==> src/rtl/firebird7_in_gate1_tessent_tdr_w3_sel.sv <==
// IJTAG test data register for the w3 data mux.
// A DATA_WIDTH+1 bit scan chain (select bit on top, data below) feeds a
// shadow update stage that drives the mux select and override data.
// Capture loads the mux output plus the current select for read-back.
module firebird7_in_gate1_tessent_tdr_w3_sel #(
  parameter int                    DATA_WIDTH = 3,
  parameter logic [DATA_WIDTH-1:0] RESET_DATA = '0
) (
  input  logic                  ijtag_tck,
  input  logic                  ijtag_reset,
  input  logic                  ijtag_sel,
  input  logic                  ijtag_ce,
  input  logic                  ijtag_se,
  input  logic                  ijtag_ue,
  input  logic                  ijtag_si,
  output logic                  ijtag_so,
  input  logic [DATA_WIDTH-1:0] capture_data_in,
  output logic                  ijtag_select,
  output logic [DATA_WIDTH-1:0] ijtag_data_out
);

  logic [DATA_WIDTH:0]   shift_q, shift_d;
  logic                  select_q, select_d;
  logic [DATA_WIDTH-1:0] data_q, data_d;

  // Next-state for chain and shadow; capture beats shift beats update, and
  // the shadow only moves on a pure update so the mux never sees shift ripple.
  always_comb begin
    shift_d  = shift_q;
    select_d = select_q;
    data_d   = data_q;
    if (ijtag_sel) begin
      if (ijtag_ce) begin
        shift_d = {select_q, capture_data_in};
      end else if (ijtag_se) begin
        shift_d = {ijtag_si, shift_q[DATA_WIDTH:1]};
      end else if (ijtag_ue) begin
        select_d = shift_q[DATA_WIDTH];
        data_d   = shift_q[DATA_WIDTH-1:0];
      end
    end
  end

  // State registers; reset returns the mux to functional mode at once.
  always_ff @(posedge ijtag_tck or posedge ijtag_reset) begin
    if (ijtag_reset) begin
      shift_q  <= '0;
      select_q <= 1'b0;
      data_q   <= RESET_DATA;
    end else begin
      shift_q  <= shift_d;
      select_q <= select_d;
      data_q   <= data_d;
    end
  end

  assign ijtag_so       = shift_q[0];
  assign ijtag_select   = select_q;
  assign ijtag_data_out = data_q;

endmodule

==> config.mk <==
export PLATFORM = sky130hd
export DESIGN_NAME = firebird7_in_gate1_tessent_tdr_w3_sel
export DESIGN_NICKNAME = d
export VERILOG_FILES = /design/src/rtl/firebird7_in_gate1_tessent_tdr_w3_sel.sv
export SDC_FILE = /design/constraint.sdc
export NUM_CORES = 1
export LEC_CHECK = 0
export CORE_AREA = 2 2 39 41
export CTS_CLUSTER_DIAMETER = 200
export DETAILED_ROUTE_END_ITERATION = 12
export DIE_AREA = 0 0 41 43
export PLACE_DENSITY = 0.62
export SYNTH_ARGS = -nofsm -noshare
export SYNTH_HDL_FRONTEND = slang
export SYNTH_SLANG_ARGS = --single-unit
==> constraint.sdc <==
create_clock -name ijtag_tck -period 2.5 [get_ports ijtag_tck]
set_clock_uncertainty 0.15 [all_clocks]
set_input_delay 0.5 -clock ijtag_tck [delete_from_list [all_inputs] [get_ports ijtag_tck]]
set_output_delay 0.5 -clock ijtag_tck [all_outputs]
set_load 0.005 [all_outputs]
After elaboration in Yosys (flattened, before gate mapping)
Index checks and enable logic that the tools add are counted.
Widths: inputs -> output; s select.
{"block": "op_classes", "mux": 2, "n_bitwise": 2, "n_reduce_logical": 3}
{"operator": "$mux 4", "count": 2}
{"operator": "$reduce_and 4->1", "count": 1}
{"operator": "$not 1->1", "count": 2}
{"operator": "$reduce_and 2->1", "count": 1}
{"operator": "$reduce_bool 2->1", "count": 1}
{"block": "totals", "regBits": 8}

Longest topological paths before layout
{"block": "depth", "word_depth": 2, "ltp_mapped": 3, "ltp_nobuf": 2}

Worst setup path after synthesis
Ideal clock, no wire load.
{"block": "synth_timing", "path_kind": "input port to flip-flop", "start": "in ijtag_ce", "end": "reg data_q[0], in the netlist ijtag_data_out[0]", "t_arrival_ns": 1.277, "setup_slack_ns": 0.948, "path_stages": 3, "path_cell_list": "buf_2 -> and4bb_4 -> mux2_2"}
{"block": "synth_via", "elab_chain_len": 2}
{"item": "start, declared", "line": "12", "source": "input logic ijtag_ce,"}
{"item": "$not 1->1 (no line)"}
{"item": "$reduce_and 4->1 (no line)"}
{"item": "end signal, assigned", "line": "53", "source": "data_q <= data_d;"}
{"item": "end, declared", "line": "24", "source": "logic [DATA_WIDTH-1:0] data_q, data_d;"}
No other way between the ends.
A chain may end at the register's enable or synchronous reset.

Final worst setup path
{"block": "layout_timing", "start": "in ijtag_sel", "end": "reg data_q[0], in the netlist ijtag_data_out[0]"}
{"block": "layout_via", "elab_chain_len": 1}
{"item": "start, declared", "line": "11", "source": "input logic ijtag_sel,"}
{"item": "$reduce_and 4->1 (no line)"}
No other way between the ends.

==> metrics <==
status completed; dpl cells 56; post-route insts no fill 59; Routed Antenna Nets 0; dominant cells by area after synthesis dfrtp_1 52%, mux2_2 12%, nand4bb_1 12%, o221a_2 5.9%, o211a_1 5.2%; DR WL/cell 14.9 um; critical path class in -> reg; Area after DPL 539 um^2; worst hold path depth 1; Root Driver clkbuf_4; fin nets 55; drt first pass iters 3; CTS tree done; worst slew pin tran 0.310 ns; vias 287; overall routing resource usage 0.121; FF-to-FF Start shift_q[3]; post-CTS setup buffer count 0; syn_area_per_cell 14.2 um^2; initial antenna violation count 0; Worst Hold Class reg -> reg; max-cap violations 0; Port Buffers 14; vias per inst 4.86; DPL Wire Length 648 um; Placer Congestion 0.771; maximum operating frequency 0.552 GHz; initial DRC count 3; Fin. Hold Viols 0; I/O Pins 15; Syn Nets 37; design area 562 um^2; Pwr Density 699 mW/mm^2; Synth Warn # 0; met3 wire length 56 um; starting density of the core 0.278; Hold Path Origin ijtag_data_out[1]; # resized after CTS 0; Synth area leader dfrtp_1; post-synthesis cell type count 11; first-pass GRT wire length 1340 um; CP arrival 1.79 ns; final setup vio count 0; top-area cell type share of the netlist area 0.521; Final Slew Violations 0; Mapped Cells 27; row count 14; Die X 41 um; Area Overhead vs Synth 46.3%; FF-to-FF path depth 2; startpoint types input port; Crit. End Element flop; Num CTS Buffers 3; clock tree buffer depth 2; final wirelength 882 um; critical path peak fanout 9; Core Area 0.00138 mm^2; post-synthesis sequential area ratio 0.521; Final period util 0.725; Clk Latency, worst-skew pair 0.25 ns; Pleak 0.217 nW; clk sinks 8; Sum Neg Setup Slack 0 ns; Slew HR 0.793; top sig layer met4; H-tree levels 1; #FFs+latches synth 8; Mapped Area 384 um^2; die area 0.00176 mm^2; Worst R2R Setup Slack 1.51 ns; fraction of layout cells with a size suffix above 1 0.233; Hold Path End ijtag_data_out[1]; Diodes inserted 0; Die Y-Extent 43 um; Congestion Overflow GR 0; largest net degree at the start of global routing 10; RSZ-0062 raised after global routing false; Met2 Wirelength 425 um; Worst VDD drop 375 uV; WP data required 2.48 ns; WL met1 390 um; Reg-to-Reg End shift_q[2]; fin crit period 1.81 ns; CTS clk-pin slew, worst paths 0.05 ns; vias in the first global route 309; hold buffers post-CTS 0; DRC violations left 0
cell families (layout without fill, tap and decap cells):
kind of cell    Yosys count  after routing  share of synthesized area
compound gates            5              5                      0.130
buf+inv                   2             18                     0.0228
flops                     8              8                      0.521
simple gates              8              8                      0.208
mux                       4              4                      0.117
worst max-delay path by stage:
stage | from | end | slack (ns) | cells after the start
3_3_place_gp | ijtag_sel | ijtag_data_out[2] | 0.48 | 3
6_report | ijtag_sel | ijtag_data_out[0] | 0.69 | 3
5_1_grt | ijtag_sel | ijtag_data_out[0] | 0.66 | 3
3_5_place_dp | ijtag_sel | ijtag_data_out[0] | 0.43 | 3
4_1_cts | ijtag_sel | ijtag_data_out[0] | 0.69 | 3
2_1_floorplan | ijtag_ce | ijtag_data_out[0] | 0.95 | 3
sequential cells by signal, summed over array words and instances, names as in the netlist:
| name | cells |
|---|---|
| ijtag_data_out | 3 |
| ijtag_select | 1 |
| shift_q | 4 |
cells in the mapped netlist (all sizes together):
master	n
inv	1
dfrtp	8
mux2	4
nand2	1
nand3b	2
nand4bb	4
o211a	2
o221a	2
and4bb	1
buf	1
o21a	1
area by class of cell:
type	count	area (um^2)
clock buffers	3	22.5
fillers	132	822
inverters	1	3.75
multi-input cells	17	175
flip-flops and latches	8	200
well taps	16	20.0
repair buffers	14	140
where the power goes:
group / leakage [nW] / switching [W] / internal, W
combinational: 0.114 / 0.0000301 / 0.0000829
sequential: 0.0896 / 0.0000215 / 0.000162
clock: 0.0138 / 0.0000414 / 0.0000548
total: 0.217 / 0.0000930 / 0.000300
layer usage:
layer	global-route usage	up-vias
met5	0	-
met4	0.0200	0
met3	0.0942	2
met2	0.175	8
met1	0.140	138
li1	-	139
per-stage QoR:
| stage | setup slack [ns] | power (W) | util | hold slack, ns |
|---|---|---|---|---|
| 6_report | 0.689 | 0.000393 | 0.406 | 0.353 |
| 5_1_grt | 0.662 | 0.000419 | 0.406 | 0.372 |
| 4_1_cts | 0.694 | 0.000401 | 0.406 | 0.361 |
| 3_5_place_dp | 0.429 | 0.000300 | 0.390 | 0.349 |
| 3_3_place_gp | 0.476 | 0.000299 | 0.390 | 0.350 |
| 2_1_floorplan | 0.948 | 0.000226 | - | 0.166 |
critical path: stages:
cell	delay [ns]
clkdlybuf4s50_1	0.63
and4bb_4	0.32
mux2_2	0.34
layout by cell type (no fill, tap or decap), types with 2 or more instances in the layout:
cell	instances
o211a_1	2
nand4bb_1	4
o221a_2	2
clkdlybuf4s50_1	14
dfrtp_1	8
clkbuf_4	3
mux2_2	4
nand3b_1	2
(Power assumes the default switching activity.)
